**config.mk**
```make
export PLATFORM = sky130hd
export DESIGN_NAME = five_from_seven_dice
export DESIGN_NICKNAME = d
export VERILOG_FILES = /design/src/rtl/five_from_seven_dice.sv
export SDC_FILE = /design/constraint.sdc
export NUM_CORES = 1
export LEC_CHECK = 0
export CORE_ASPECT_RATIO = 1.4
export CORE_MARGIN = 3
export CORE_UTILIZATION = 41
export DETAILED_ROUTE_END_ITERATION = 16
export PLACE_DENSITY = 0.69
export SLEW_MARGIN = 20
export SYNTH_ARGS = -nofsm -noshare
export SYNTH_HDL_FRONTEND = slang
export SYNTH_SLANG_ARGS = --single-unit
```
**constraint.sdc**
```tcl
create_clock -name clk -period 6.6 [get_ports clk]
set_clock_uncertainty 0.1 [all_clocks]
set_input_delay 1.32 -clock clk [delete_from_list [all_inputs] [get_ports clk]]
set_output_delay 1.32 -clock clk [all_outputs]
set_load 0.005 [all_outputs]
```
**src/rtl/five_from_seven_dice.sv**
```systemverilog
// Five-sided dice from a seven-sided source: pairs two source faces into 0..48,
// accepts 0..44 as (value mod 5) and re-rolls both faces on 45..48.
module five_from_seven_dice #(
    parameter int unsigned CNT_W = 16
) (
    input  logic             clk,
    input  logic             rst_n,
    input  logic             req,
    output logic             valid_roll,
    output logic [2:0]       dice_face,
    output logic             src_req,
    input  logic             src_valid,
    input  logic [2:0]       src_face,
    output logic [CNT_W-1:0] reject_count,
    output logic             proto_err
);

    localparam int unsigned FACE_W  = 3;
    localparam int unsigned COMBO_W = 6;

    typedef enum logic [1:0] {
        S_IDLE,
        S_FIRST,
        S_SECOND,
        S_EVAL
    } state_t;

    state_t              r_state,  w_state_nxt;
    logic [FACE_W-1:0]   r_f1,     w_f1_nxt;
    logic [FACE_W-1:0]   r_f2,     w_f2_nxt;
    logic                r_valid,  w_valid_nxt;
    logic [FACE_W-1:0]   r_face,   w_face_nxt;
    logic                r_src_req, w_src_req_nxt;
    logic [CNT_W-1:0]    r_reject, w_reject_nxt;
    logic                r_proto,  w_proto_nxt;

    logic                w_beat;
    logic                w_legal;
    logic [COMBO_W-1:0]  w_combo;
    logic                w_accept;
    logic [FACE_W-1:0]   w_mod5;

    assign w_beat   = r_src_req && src_valid;
    assign w_legal  = (src_face != 3'd7);
    assign w_combo  = COMBO_W'(r_f1) * COMBO_W'(7) + COMBO_W'(r_f2);
    assign w_accept = (w_combo <= COMBO_W'(44));
    assign w_mod5   = FACE_W'(w_combo % COMBO_W'(5));

    // Next-state and next-output logic
    always_comb begin
        w_state_nxt   = r_state;
        w_f1_nxt      = r_f1;
        w_f2_nxt      = r_f2;
        w_valid_nxt   = 1'b0;
        w_face_nxt    = r_face;
        w_src_req_nxt = r_src_req;
        w_reject_nxt  = r_reject;
        w_proto_nxt   = r_proto;

        unique case (r_state)
            S_IDLE: begin
                if (req) begin
                    w_state_nxt   = S_FIRST;
                    w_src_req_nxt = 1'b1;
                end
            end
            S_FIRST: begin
                if (w_beat) begin
                    if (w_legal) begin
                        w_f1_nxt    = src_face;
                        w_state_nxt = S_SECOND;
                    end else begin
                        w_proto_nxt = 1'b1;
                    end
                end
            end
            S_SECOND: begin
                if (w_beat) begin
                    if (w_legal) begin
                        w_f2_nxt      = src_face;
                        w_state_nxt   = S_EVAL;
                        w_src_req_nxt = 1'b0;
                    end else begin
                        w_proto_nxt = 1'b1;
                    end
                end
            end
            S_EVAL: begin
                if (w_accept) begin
                    w_face_nxt  = w_mod5;
                    w_valid_nxt = 1'b1;
                    w_state_nxt = S_IDLE;
                end else begin
                    // Counter sticks at all-ones rather than wrapping
                    if (!(&r_reject)) begin
                        w_reject_nxt = r_reject + CNT_W'(1);
                    end
                    w_src_req_nxt = 1'b1;
                    w_state_nxt   = S_FIRST;
                end
            end
            default: w_state_nxt = S_IDLE;
        endcase
    end

    // State and registered outputs
    always_ff @(posedge clk or negedge rst_n) begin
        if (!rst_n) begin
            r_state   <= S_IDLE;
            r_f1      <= '0;
            r_f2      <= '0;
            r_valid   <= 1'b0;
            r_face    <= '0;
            r_src_req <= 1'b0;
            r_reject  <= '0;
            r_proto   <= 1'b0;
        end else begin
            r_state   <= w_state_nxt;
            r_f1      <= w_f1_nxt;
            r_f2      <= w_f2_nxt;
            r_valid   <= w_valid_nxt;
            r_face    <= w_face_nxt;
            r_src_req <= w_src_req_nxt;
            r_reject  <= w_reject_nxt;
            r_proto   <= w_proto_nxt;
        end
    end

    assign valid_roll   = r_valid;
    assign dice_face    = r_face;
    assign src_req      = r_src_req;
    assign reject_count = r_reject;
    assign proto_err    = r_proto;

endmodule

```
## After elaboration in Yosys (flattened, before gate mapping)

Index checks and enable logic that the tools add are counted.

| word-level totals | value |
|---|---|
| flip-flop bits (word level) | 30 |
| output and inout port bits | 22 |
| logic and storage cells | 52 |

| cells by class | value |
|---|---|
| $add $sub $neg | 2 |
| multiply operators | 1 |
| div/mod/pow operators | 1 |
| $lt $le $gt $ge | 1 |
| eq/ne operators | 10 |
| mux-type cells | 14 |
| bitwise logic cells | 3 |
| reduce and logical (&&, ||, !) cells | 12 |

Operators by type and width:

| operator | count |
|---|---|
| adder 16 x 1 -> 16 bit, second input constant | 1 |
| AND reduction 16 bit | 1 |
| != test 2 bit, second input constant | 6 |
| AND reduction 3 bit | 4 |
| two-way mux 2 bit | 5 |
| AND reduction 5 bit | 2 |
| case mux 2 bit (4 select lines) | 1 |
| two-way mux 1 bit | 7 |
| adder 6 x 3 -> 6 bit | 1 |
| less-or-equal comparator 6 bit, second input constant | 1 |
| remainder unit 6 x 3 -> 6 bit, second input constant | 1 |
| multiplier 3 x 3 -> 6 bit, second input constant | 1 |
| == test 2 bit, second input constant | 2 |
| != test 3 bit, second input constant | 1 |
| NOT 1 bit | 3 |
| case mux 1 bit (3 select lines) | 1 |
| nonzero test 3 bit | 1 |
| == test 2 x 1 -> 1 bit, second input constant | 1 |
| logical NOT 2 bit | 1 |
| AND reduction 2 bit | 1 |
| OR reduction 2 bit | 1 |
| logical AND 1 bit | 1 |

## Longest topological paths before layout

Gate-level depths: netlist of the first run.

| logic depth | value |
|---|---|
| depth after elaboration | 5 |
| depth in mapped cells | 17 |
| depth with buffers taken out | 16 |

## Worst setup path after synthesis of the first run

OpenSTA, ideal clock, no wires.

| timing path | value |
|---|---|
| kind | register to register |
| start | reg r_f1[0] |
| end | reg r_face[1], in the netlist dice_face[1] |
| library setup time | 90 ps |
| arrival time | 3549 ps |
| data required time | 6410 ps |
| setup slack | 2861 ps |
| stages on the path, launching flop included | 15 |
| buffers on the path | 1 |
| cells stage by stage | dfrtp_1 -> fa_1 -> fa_1 -> fa_1 -> buf_2 -> a211o_1 -> a211o_1 -> o211ai_2 -> o2bb2ai_1 -> nor2_1 -> ha_1 -> inv_1 -> o32ai_4 -> o21ai_2 -> o221ai_1 |

| on the way | value |
|---|---|
| longest elaborated chain between the ends | 4 |
| elaborated cells on any way between the ends | 5 |
| those cells by class | add/sub: 1; mul: 1; div: 1; order compare: 1; reduce/logical: 1 |

Ends and longest elaborated chain:

| element | RTL line | source |
|---|---|---|
| from (decl) | 29 | `logic [FACE_W-1:0] r_f1, w_f1_nxt;` |
| from (signal assigned) | 119 | `r_f1 <= w_f1_nxt;` |
| multiplier 3 x 3 -> 6 bit * | 45 | `assign w_combo = COMBO_W'(r_f1) * COMBO_W'(7) + COMBO_W'(r_f2);` |
| adder 6 x 3 -> 6 bit * | 45 |  |
| parallel branches: the longest is 2 deep, another holds remainder unit 6 x 3 -> 6 bit | - |  |
| to (signal assigned) | 122 | `r_face <= w_face_nxt;` |
| to (decl) | 32 | `logic [FACE_W-1:0] r_face, w_face_nxt;` |

Every way passes the cells marked *.
A chain may end at the register's enable or synchronous reset.

## Final worst setup path of the first run

| timing path | value |
|---|---|
| start | reg r_f1[1] |
| end | reg r_face[0], in the netlist dice_face[0] |

Same word-level chain as after synthesis.

==> impl_metrics.xml, run 1 <==
<?xml version="1.0" encoding="UTF-8"?>
<metrics>
  <group name="cts">
    <metric name="cts_buffer_depth" unit="">2</metric>
    <metric name="hold_buffers" unit="">0</metric>
    <metric name="tritoncts" unit="">done</metric>
    <metric name="ctsResizeCount" unit="">0</metric>
    <metric name="clkTransAtPathRegs" unit="ns">0.06</metric>
    <metric name="clock_insertion_delay_worst_skew" unit="ns">0.28</metric>
    <metric name="numClockSinks" unit="">30</metric>
    <metric name="cts_root_buf" unit="">clkbuf_8</metric>
    <metric name="post_cts.repair.setup_buffers" unit="">0</metric>
    <metric name="cts_inserted_buffers" unit="">5</metric>
    <metric name="cts.htree.levels" unit="">2</metric>
  </group>
  <group name="detailed_routing">
    <metric name="drc" unit="">0</metric>
    <metric name="drt_iter0_markers" unit="">67</metric>
    <metric name="antenna_violating_nets_post_route" unit="">0</metric>
    <metric name="num_vias" unit="">1680</metric>
    <metric name="avgRoutedWirePerCell" unit="µm">14.35</metric>
    <metric name="routed_via_density" unit="">5.402</metric>
    <metric name="dr.pass1.iters" unit="">4</metric>
    <metric name="postRouteWirelength" unit="µm">4462</metric>
  </group>
  <group name="sta">
    <metric name="achievable-frequency" unit="MHz">243.6</metric>
    <metric name="setup-tns-final" unit="ns">0</metric>
    <metric name="layout_min_cycle_time" unit="ns">4.105</metric>
    <metric name="worst_pin_slew" unit="ns">0.4952</metric>
    <metric name="grt_setup_unrepaired" unit="">false</metric>
    <metric name="final_setup_viols" unit="">0</metric>
    <metric name="period_utilisation_layout" unit="">0.6220</metric>
    <metric name="maxSlewViolCount" unit="">0</metric>
    <metric name="relSlewSlack" unit="">0.6678</metric>
    <metric name="final_hold_viol_count" unit="">0</metric>
  </group>
  <group name="pwr">
    <metric name="power_switching_share" unit="">0.2011</metric>
    <metric name="power.share.sequential" unit="">0.492</metric>
    <metric name="netSwitchingPower" unit="µW">75.13</metric>
    <metric name="finalPower" unit="µW">373.6</metric>
    <metric name="combinationalPowerShare" unit="">0.022</metric>
    <metric name="total_leakage_power" unit="µW">0.001213</metric>
    <metric name="p_per_area" unit="mW/mm²">140.6</metric>
    <metric name="total_internal_power" unit="µW">298.5</metric>
    <metric name="clock_network_fraction_of_design_power" unit="">0.485</metric>
    <metric name="vdd.ir_drop.worst" unit="mV">0.1548</metric>
  </group>
  <group name="grt">
    <metric name="grt_pass1_vias" unit="">1733</metric>
    <metric name="global_routing_met1_resource_utilization" unit="">0.1874</metric>
    <metric name="grt_overflow" unit="">0</metric>
    <metric name="grt_use_met2" unit="">0.2776</metric>
    <metric name="grt-busiest-layer" unit="">met2</metric>
    <metric name="global_route_usage_sum" unit="">0.1591</metric>
    <metric name="wire_length_of_the_first_global_routing_pass" unit="µm">7852</metric>
    <metric name="initial_antenna_violation_count" unit="">0</metric>
    <metric name="global_route_track_usage_on_met3" unit="">0.02524</metric>
    <metric name="grt_start_max_net_pins" unit="">31</metric>
  </group>
  <group name="finish">
    <metric name="finish.net_count" unit="">273</metric>
    <metric name="final_common_cell" unit="">dfrtp_1</metric>
    <metric name="post_route_cells_drive_above_1_share" unit="">0.1551</metric>
    <metric name="most-common-layout-cells" unit="">dfrtp_1 (30), clkdlybuf4s50_1 (28), nand2_1 (19)</metric>
    <metric name="area_growth" unit="%">19.07</metric>
    <metric name="antenna_cells_inserted" unit="">0</metric>
  </group>
  <group name="synthesis">
    <metric name="leading_register_cell_type_out_of_synthesis" unit="">dfrtp_1</metric>
    <metric name="edff_count_synth" unit="">0</metric>
    <metric name="synth_fp_nets" unit="">243</metric>
    <metric name="synthCells" unit="">214</metric>
    <metric name="yosys_warnings" unit="">0</metric>
    <metric name="synth_cell_types" unit="">60</metric>
    <metric name="yosys.area.top_type_share" unit="">0.3365</metric>
    <metric name="synthesis.area" unit="mm²">0.002231</metric>
    <metric name="post_synthesis_cell_type_with_the_largest_combined_area" unit="">dfrtp_1</metric>
    <metric name="ys_ff_latch" unit="">30</metric>
    <metric name="ys_async_sr_fraction" unit="">1.000</metric>
    <metric name="sequential_to_total_area_share_from_yosys_stat" unit="">0.3365</metric>
    <metric name="synthesis.area_per_instance" unit="µm²">10.42</metric>
    <metric name="netlist_top_cells_area" unit="">dfrtp_1 (34%), ha_1 (10%), xnor2_1 (4.7%)</metric>
  </group>
  <group name="hold_path">
    <metric name="min-delay-path-class" unit="">reg -&gt; reg</metric>
  </group>
  <group name="die">
    <metric name="ios" unit="">29</metric>
    <metric name="num_rows" unit="">31</metric>
    <metric name="fp.dieH" unit="µm">93.28</metric>
    <metric name="core-area" unit="mm²">0.005236</metric>
    <metric name="fp.dieArea" unit="mm²">0.006375</metric>
    <metric name="die-width" unit="µm">68.34</metric>
    <metric name="floorplan.initialDensity" unit="">0.4260</metric>
  </group>
  <group name="worst_setup_path">
    <metric name="critPathCaptureType" unit="">register</metric>
    <metric name="setup.worst_path.start_class" unit="">register</metric>
    <metric name="required" unit="ns">6.65</metric>
    <metric name="worst_ep_arrival_time" unit="ns">4.15</metric>
    <metric name="critPathKind" unit="">reg -&gt; reg</metric>
    <metric name="worst-path-max-fanout" unit="">11</metric>
  </group>
  <group name="flow_run">
    <metric name="maxCapViolCount" unit="">0</metric>
  </group>
  <group name="placement">
    <metric name="gpl.final_weighted_congestion" unit="">0.8258</metric>
    <metric name="port_buffers" unit="">28</metric>
    <metric name="hpwl" unit="µm">3446</metric>
  </group>
  <group name="outcome">
    <metric name="outcome" unit="">finished clean</metric>
  </group>
</metrics>
[sequential cells by signal (all words and copies together), names as in the netlist]
register,flops
r_f2,3
r_state,2
proto_err,1
src_req,1
valid_roll,1
reject_count,16
r_f1,3
dice_face,3
[synthesized netlist by cell type (2+ instances only)]
| cell type | instances |
|---|---|
| a211o_1 | 2 |
| a21o_1 | 2 |
| a21oi_1 | 5 |
| a2bb2oi_1 | 2 |
| and3_1 | 6 |
| and3_4 | 2 |
| and4_1 | 2 |
| buf_6 | 4 |
| dfrtp_1 | 30 |
| fa_1 | 4 |
| ha_1 | 18 |
| inv_1 | 12 |
| mux2_2 | 7 |
| nand2_1 | 19 |
| nand3_1 | 9 |
| nand3b_1 | 2 |
| nand4_1 | 3 |
| nor2_1 | 13 |
| nor3_1 | 4 |
| o2111ai_1 | 2 |
| o21ai_0 | 5 |
| o21ai_1 | 2 |
| o21ai_2 | 2 |
| o221ai_1 | 2 |
| or3_1 | 2 |
| xnor2_1 | 12 |
| xor2_1 | 8 |
[metrics by stage]
stage                     utilization  cell area [µm²]  hold WS, ns  setup WS [ns]  instances
after floorplan                     -             2231       0.3602          2.861        214
after global placement         0.4865             2547       0.3501          2.579        303
after detailed placement       0.4865             2547       0.3809          2.529        303
after CTS                      0.5073             2656       0.3977          2.491        311
after global routing           0.5073             2656       0.4195          2.241        311
final                          0.5073             2656       0.3877          2.495        311
[power groups by stage]
stage | logic (µW) | clock network (µW) | registers [µW]
2_1_floorplan | 0.268 | 0 | 187
3_3_place_gp | 8.63 | 0 | 187
3_5_place_dp | 8.59 | 0 | 187
4_1_cts | 8.65 | 189 | 184
5_1_grt | 9.29 | 193 | 184
6_report | 8.34 | 181 | 184
[worst paths after layout]
kind	from	to	slack (ns)	depth (start not counted)
min in group asynchronous	rst_n	valid_roll	1.32	2
min	proto_err	proto_err	0.39	1
min reg2reg	proto_err	proto_err	0.39	1
max reg2reg	r_f1[1]	dice_face[0]	2.49	14
max	r_f1[1]	dice_face[0]	2.49	14
max in group asynchronous	rst_n	r_f2[0]	4.80	2
[final cells by class]
type,count,area (µm²)
Inverter,12,45.04
Timing Repair Buffer,29,287.8
Clock buffer,5,68.82
Multi-Input combinational cell,166,1381
Fill cell,485,2580
Sequential cell,30,750.7
Tap cell,66,82.58
Clock inverter,3,40.04
[logic make-up (layout without fill, tap and decap cells)]
family                     count (synthesis)  count (layout)  share of synthesized area
AOI/OAI and AO/OA                         44              44                     0.1784
adders and majority gates                 22              22                     0.1369
buffers and inverters                     18              49                    0.04430
muxes                                      8               8                    0.04206
DFF                                       30              30                     0.3365
and+or+nand+nor                           71              71                     0.1761
xor gates and xnor gates                  21              21                    0.08581
[critical path: stages, from the launching register on]
cell and delay (ns):
dfrtp_1 0.47, fa_1 0.52, fa_1 0.41, ha_1 0.52, nand3_1 0.23, nand3b_1 0.22
nand3_1 0.17, nor3_2 0.38, o2bb2ai_1 0.20, nor2_1 0.09, ha_1 0.22, inv_1 0.10
o32ai_4 0.11, nand4_1 0.12, o211ai_1 0.10
[layer usage]
layer | vias up | part of all wire | routed length, µm
li1 | 828 | - | -
met3 | 10 | 0.026 | 115
met5 | - | 0 | 0
met4 | 0 | 0.026 | 114
met1 | 805 | 0.42 | 1856
met2 | 37 | 0.53 | 2375
Power figures use the tool's default switching activity.
==> run 2, diff against run 1 <==
==> constraint.sdc (replaced) <==
create_clock -name clk -period 3.9 [get_ports clk]
set_clock_uncertainty 0.1 [all_clocks]
set_input_delay 0.78 -clock clk [delete_from_list [all_inputs] [get_ports clk]]
set_output_delay 0.78 -clock clk [all_outputs]
set_load 0.005 [all_outputs]
==> run 2 against run 1 <==
  * Clock power increased by 45%
  * Count of clock-buffer cells in the layout rose by 2
  * Cell count up 3.2%
  * Critical endpoint is now dice_face[1]
  * Hold slack worse by 0.016 ns
  * Register-to-register slack worse by 2.3 ns
  * Critical path type unchanged
  * Fmax is 9.6% higher
  * Flip-flop and latch count stayed put
  * Core utilization grew 1.7 points
  * Global-route usage rose by 0.48 points
==> impl_metrics.xml, run 2 (synthesized netlist as in run 1, its figures left out) <==
<?xml version="1.0" encoding="UTF-8"?>
<metrics>
  <group name="outcome">
    <metric name="outcome" unit="">finished clean</metric>
  </group>
  <group name="pwr">
    <metric name="finalPower" unit="µW">587.8</metric>
    <metric name="p_per_area" unit="mW/mm²">214.1</metric>
    <metric name="total_leakage_power" unit="µW">0.001257</metric>
    <metric name="vdd.ir_drop.worst" unit="mV">0.1871</metric>
  </group>
  <group name="grt">
    <metric name="grt_start_max_net_pins" unit="">31</metric>
    <metric name="grt_overflow" unit="">0</metric>
    <metric name="global_route_usage_sum" unit="">0.1639</metric>
    <metric name="wire_length_of_the_first_global_routing_pass" unit="µm">8162</metric>
    <metric name="grt_pass1_vias" unit="">1856</metric>
    <metric name="initial_antenna_violation_count" unit="">0</metric>
  </group>
  <group name="cts">
    <metric name="hold_buffers" unit="">0</metric>
    <metric name="clkTransAtPathRegs" unit="ns">0.07</metric>
    <metric name="cts_inserted_buffers" unit="">5</metric>
    <metric name="cts.htree.levels" unit="">2</metric>
    <metric name="cts_buffer_depth" unit="">2</metric>
    <metric name="clock_insertion_delay_worst_skew" unit="ns">0.28</metric>
    <metric name="cts_root_buf" unit="">clkbuf_8</metric>
    <metric name="tritoncts" unit="">done</metric>
    <metric name="numClockSinks" unit="">30</metric>
  </group>
  <group name="finish">
    <metric name="post_route_cells_drive_above_1_share" unit="">0.2157</metric>
    <metric name="largest_register_ff_count" unit="">16</metric>
    <metric name="finish.net_count" unit="">283</metric>
    <metric name="antenna_cells_inserted" unit="">0</metric>
    <metric name="area_growth" unit="%">23.05</metric>
    <metric name="final_core_utilization" unit="">0.5243</metric>
    <metric name="postLayoutCellArea" unit="mm²">0.002745</metric>
    <metric name="most-common-layout-cells" unit="">dfrtp_1 (30), clkdlybuf4s50_1 (28), nand2_1 (19)</metric>
    <metric name="final_common_cell" unit="">dfrtp_1</metric>
  </group>
  <group name="worst_setup_path">
    <metric name="critical_path.n_buffers_inverters" unit="">1</metric>
    <metric name="critPathCaptureType" unit="">register</metric>
    <metric name="worst-path-max-fanout" unit="">7</metric>
    <metric name="critical_path.startpoint" unit="">r_f1[0]</metric>
    <metric name="worst_r2r_src" unit="">r_f1[0]</metric>
    <metric name="critPathKind" unit="">reg -&gt; reg</metric>
    <metric name="crit_family" unit="">adder cells</metric>
    <metric name="critPathMaxStageDelay" unit="ns">0.56</metric>
    <metric name="worst_ep_arrival_time" unit="ns">3.84</metric>
    <metric name="worstPathCellList" unit="">fa_1 -&gt; fa_1 -&gt; fa_2 -&gt; a211o_1 -&gt; a211o_1 -&gt; o211ai_2 -&gt; o2bb2ai_2 -&gt; nor2_2 -&gt; ha_2 -&gt; inv_1 -&gt; o32ai_4 -&gt; o21ai_2 -&gt; o221ai_1</metric>
    <metric name="setup.worst_path.start_class" unit="">register</metric>
    <metric name="critical_path.slowest_cell" unit="">fa_1</metric>
    <metric name="required" unit="ns">3.99</metric>
  </group>
  <group name="sta">
    <metric name="final_setup_viols" unit="">0</metric>
    <metric name="finalHoldWorstSlack" unit="ns">0.3719</metric>
    <metric name="layout_min_cycle_time" unit="ns">3.745</metric>
    <metric name="grt_setup_unrepaired" unit="">false</metric>
    <metric name="final_hold_viol_count" unit="">0</metric>
    <metric name="period_utilisation_layout" unit="">0.9602</metric>
    <metric name="relSlewSlack" unit="">0.7092</metric>
    <metric name="achievable-frequency" unit="MHz">267.0</metric>
    <metric name="worst_pin_slew" unit="ns">0.4335</metric>
    <metric name="maxSlewViolCount" unit="">0</metric>
  </group>
  <group name="hold_path">
    <metric name="timing.hold.worst.start" unit="">proto_err</metric>
    <metric name="min-delay-path-class" unit="">reg -&gt; reg</metric>
  </group>
  <group name="die">
    <metric name="fp.dieH" unit="µm">93.28</metric>
    <metric name="die-width" unit="µm">68.34</metric>
    <metric name="ios" unit="">29</metric>
    <metric name="core-area" unit="mm²">0.005236</metric>
    <metric name="fp.dieArea" unit="mm²">0.006375</metric>
    <metric name="num_rows" unit="">31</metric>
    <metric name="floorplan.initialDensity" unit="">0.4260</metric>
  </group>
  <group name="detailed_routing">
    <metric name="avgRoutedWirePerCell" unit="µm">14.43</metric>
    <metric name="postRouteWirelength" unit="µm">4633</metric>
    <metric name="antenna_violating_nets_post_route" unit="">0</metric>
    <metric name="routed_via_density" unit="">5.433</metric>
    <metric name="drc" unit="">0</metric>
    <metric name="dr.pass1.iters" unit="">4</metric>
    <metric name="drt_iter0_markers" unit="">42</metric>
    <metric name="num_vias" unit="">1744</metric>
  </group>
  <group name="placement">
    <metric name="hpwl" unit="µm">3483</metric>
    <metric name="placedInstanceArea" unit="mm²">0.002615</metric>
    <metric name="gpl.final_weighted_congestion" unit="">0.8126</metric>
    <metric name="port_buffers" unit="">28</metric>
  </group>
  <group name="flow_run">
    <metric name="maxCapViolCount" unit="">0</metric>
  </group>
</metrics>
## run 2: metal layers
| metal | GRT usage | vias to the layer above | part of all wire |
|---|---|---|---|
| met5 | 0 | - | 0 |
| met4 | 0.05970 | 0 | 0.013 |
| met3 | 0.02524 | 7 | 0.024 |
| met2 | 0.2880 | 32 | 0.55 |
| met1 | 0.1954 | 859 | 0.41 |
| li1 | - | 846 | - |
## run 2: path summary, 6_finish.rpt
| kind | end | slack, ns | cells past startpoint |
|---|---|---|---|
| setup / recovery | dice_face[1] | 0.16 | 13 |
| hold / removal | proto_err | 0.37 | 1 |
| setup reg to reg | dice_face[1] | 0.16 | 13 |
| hold reg to reg | proto_err | 0.37 | 1 |
| max in group asynchronous | r_state[1] | 2.61 | 2 |
| min in group asynchronous | reject_count[4] | 0.79 | 2 |
## run 2: final cells by class
type / count / area [µm²]
well taps: 66 / 82.58
repair buffers: 39 / 362.8
clock inverters: 1 / 5.005
fillers: 492 / 2491
multi-input cells: 166 / 1413
flip-flops and latches: 30 / 750.7
clock buffers: 7 / 86.33
inverters: 12 / 45.04
## run 2: what timing repair did
action / 4_1_cts / 5_1_grt
endpoints found under the hold margin: 0 / 0
buffers inserted: 0 / 1
endpoints found under the setup margin: 2 / 3
pin swaps: 0 / 5
resized for setup: 1 / 8
## run 2: power breakdown
part           internal [µW]  switching [µW]  total (µW)
Combinational           6.21            7.84        14.1
Clock                    142             120         263
Sequential               311               0         311
Total                    460             128         588
## run 2: per-stage QoR
step / instances / worst slack [ns] / TNS, ns
floorplan: 214 / 0.1608 / 0
global placement: 312 / 0.05238 / 0
detailed placement: 312 / -0.001838 / -0.001838
CTS: 320 / 0.02871 / 0
global route: 321 / 0.01542 / 0
finish: 321 / 0.1552 / 0
==> run 3, diff against run 2 <==
--- a/config.mk
+++ b/config.mk
@@ -8,6 +8,7 @@
 export CORE_ASPECT_RATIO = 1.4
 export CORE_MARGIN = 3
 export CORE_UTILIZATION = 41
+export CTS_BUF_LIST = sky130_fd_sc_hd__clkbuf_2 sky130_fd_sc_hd__clkbuf_4 sky130_fd_sc_hd__clkbuf_8
 export DETAILED_ROUTE_END_ITERATION = 16
 export PLACE_DENSITY = 0.69
 export SLEW_MARGIN = 20
==> run 3 against run 2 <==
  * Global-route usage stayed put
  * Core utilization is 0.072 points higher
  * Cell area is 0.14% higher
  * Sequential share of layout area hardly changed
  * First-iteration DRC count stayed put
  * Sequential power hardly changed
  * Total power is 1.1% higher
  * Routed wire length hardly changed
  * Cell count stayed put
==> impl_metrics.xml, run 3 (synthesized netlist as in run 1, its figures left out) <==
<?xml version="1.0" encoding="UTF-8"?>
<metrics>
  <group name="die">
    <metric name="die-width" unit="µm">68.34</metric>
    <metric name="ios" unit="">29</metric>
    <metric name="floorplan.initialDensity" unit="">0.4260</metric>
    <metric name="num_rows" unit="">31</metric>
    <metric name="fp.dieH" unit="µm">93.28</metric>
    <metric name="fp.dieArea" unit="mm²">0.006375</metric>
    <metric name="core-area" unit="mm²">0.005236</metric>
  </group>
  <group name="cts">
    <metric name="clkTransAtPathRegs" unit="ns">0.07</metric>
    <metric name="cts_buffer_depth" unit="">2</metric>
    <metric name="cts_root_buf" unit="">clkbuf_8</metric>
    <metric name="cts_inserted_buffers" unit="">5</metric>
    <metric name="numClockSinks" unit="">30</metric>
    <metric name="cts.htree.levels" unit="">2</metric>
    <metric name="tritoncts" unit="">done</metric>
    <metric name="clock_insertion_delay_worst_skew" unit="ns">0.28</metric>
  </group>
  <group name="finish">
    <metric name="finish.net_count" unit="">283</metric>
    <metric name="final_common_cell" unit="">dfrtp_1</metric>
    <metric name="postLayoutCellArea" unit="mm²">0.002749</metric>
    <metric name="most-common-layout-cells" unit="">dfrtp_1 (30), clkdlybuf4s50_1 (28), nand2_1 (19)</metric>
    <metric name="layoutNonFillerInstCount" unit="">321</metric>
    <metric name="antenna_cells_inserted" unit="">0</metric>
    <metric name="largest_register_ff_count" unit="">16</metric>
    <metric name="area_growth" unit="%">23.22</metric>
    <metric name="post_route_cells_drive_above_1_share" unit="">0.2196</metric>
  </group>
  <group name="worst_setup_path">
    <metric name="required" unit="ns">3.99</metric>
    <metric name="crit_family" unit="">adder cells</metric>
    <metric name="critical_path.startpoint" unit="">r_f1[0]</metric>
    <metric name="critPathKind" unit="">reg -&gt; reg</metric>
    <metric name="setup.worst_path.start_class" unit="">register</metric>
    <metric name="worst_r2r_src" unit="">r_f1[0]</metric>
    <metric name="critical_path.slowest_cell" unit="">fa_1</metric>
    <metric name="critPathMaxStageDelay" unit="ns">0.56</metric>
    <metric name="worst-path-max-fanout" unit="">7</metric>
    <metric name="worstPathCellList" unit="">fa_1 -&gt; fa_1 -&gt; fa_2 -&gt; a211o_1 -&gt; a211o_1 -&gt; o211ai_2 -&gt; o2bb2ai_2 -&gt; nor2_2 -&gt; ha_2 -&gt; inv_1 -&gt; o32ai_4 -&gt; o21ai_2 -&gt; o221ai_1</metric>
    <metric name="worst_ep_arrival_time" unit="ns">3.83</metric>
    <metric name="critical_path.n_buffers_inverters" unit="">1</metric>
    <metric name="critPathCaptureType" unit="">register</metric>
  </group>
  <group name="grt">
    <metric name="grt_start_max_net_pins" unit="">31</metric>
    <metric name="wire_length_of_the_first_global_routing_pass" unit="µm">8162</metric>
    <metric name="global_route_usage_sum" unit="">0.1639</metric>
    <metric name="grt_pass1_vias" unit="">1856</metric>
    <metric name="initial_antenna_violation_count" unit="">0</metric>
    <metric name="grt_overflow" unit="">0</metric>
  </group>
  <group name="sta">
    <metric name="worst_pin_slew" unit="ns">0.4335</metric>
    <metric name="layout_min_cycle_time" unit="ns">3.743</metric>
    <metric name="finalHoldWorstSlack" unit="ns">0.3719</metric>
    <metric name="achievable-frequency" unit="MHz">267.2</metric>
    <metric name="grt_setup_unrepaired" unit="">false</metric>
    <metric name="setup-tns-final" unit="ns">0</metric>
    <metric name="relSlewSlack" unit="">0.7092</metric>
    <metric name="final_setup_viols" unit="">0</metric>
    <metric name="maxSlewViolCount" unit="">0</metric>
    <metric name="period_utilisation_layout" unit="">0.9596</metric>
    <metric name="final_hold_viol_count" unit="">0</metric>
  </group>
  <group name="pwr">
    <metric name="total_internal_power" unit="µW">466.5</metric>
    <metric name="p_per_area" unit="mW/mm²">216.2</metric>
    <metric name="finalPower" unit="µW">594.4</metric>
    <metric name="netSwitchingPower" unit="µW">127.9</metric>
    <metric name="combinationalPowerShare" unit="">0.024</metric>
    <metric name="clock_network_fraction_of_design_power" unit="">0.453</metric>
    <metric name="power_switching_share" unit="">0.2151</metric>
    <metric name="total_leakage_power" unit="µW">0.001260</metric>
    <metric name="vdd.ir_drop.worst" unit="mV">0.1871</metric>
    <metric name="power.share.sequential" unit="">0.523</metric>
  </group>
  <group name="placement">
    <metric name="hpwl" unit="µm">3483</metric>
    <metric name="gpl.final_weighted_congestion" unit="">0.8126</metric>
    <metric name="numPlacedInstances" unit="">312</metric>
    <metric name="placedInstanceArea" unit="mm²">0.002615</metric>
    <metric name="port_buffers" unit="">28</metric>
  </group>
  <group name="detailed_routing">
    <metric name="postRouteWirelength" unit="µm">4630</metric>
    <metric name="drc" unit="">0</metric>
    <metric name="routed_via_density" unit="">5.445</metric>
    <metric name="drt_iter0_markers" unit="">42</metric>
    <metric name="num_vias" unit="">1748</metric>
    <metric name="dr.pass1.iters" unit="">4</metric>
    <metric name="antenna_violating_nets_post_route" unit="">0</metric>
    <metric name="avgRoutedWirePerCell" unit="µm">14.42</metric>
  </group>
  <group name="flow_run">
    <metric name="maxCapViolCount" unit="">0</metric>
  </group>
  <group name="hold_path">
    <metric name="min-delay-path-class" unit="">reg -&gt; reg</metric>
    <metric name="timing.hold.worst.start" unit="">proto_err</metric>
  </group>
  <group name="outcome">
    <metric name="outcome" unit="">finished clean</metric>
  </group>
</metrics>
-- run 3: cell types whose count changed in the layout (fill, tap and decap cells not counted) --
cell,change
clkbuf_1,-1
clkbuf_4,+1
-- run 3: cell type report --
cell class	count	area, µm²
fill	493	2487
tap	66	82.58
multi-input combinational	166	1413
clock inverter	1	5.005
sequential	30	750.7
timing repair buffer	39	362.8
inverter	12	45.04
clock buffer	7	90.09
-- run 3: routing by layer --
layer	vias to the layer above	global-route usage	part of all wire
li1	847	-	-
met1	862	0.1954	0.41
met2	32	0.2880	0.55
met3	7	0.02524	0.024
met4	0	0.05970	0.013
met5	-	0	0
-- run 3: timing repair --
action                     in CTS  in global routing
gates resized for setup         1                  8
hold buffers                    0                  0
buffers inserted                0                  1
setup endpoints to repair       2                  3
pin swaps                       0                  5
-- run 3: path summary, 6_finish.rpt --
check / endpoint / slack (ns) / cells past startpoint
max reg2reg: dice_face[1] / 0.16 / 13
max in group asynchronous: r_state[1] / 2.61 / 2
min: proto_err / 0.37 / 1
min reg2reg: proto_err / 0.37 / 1
min in group asynchronous: reject_count[4] / 0.79 / 2
max: dice_face[1] / 0.16 / 13
-- run 3: power by group through the flow --
stage	Clock, µW	Combinational, µW	Sequential, µW
CTS	280	14.6	311
detailed placement	0	14.4	317
global placement	0	14.4	317
finish	269	14.0	311
floorplan	0	0.454	317
global route	288	15.9	311
-- run 3: stage by stage --
step                  util  setup slack [ns]
floorplan                -            0.1608
global placement    0.4994           0.05238
detailed placement  0.4994         -0.001838
CTS                 0.5180           0.02859
global route        0.5250           0.01550
finish              0.5250            0.1574
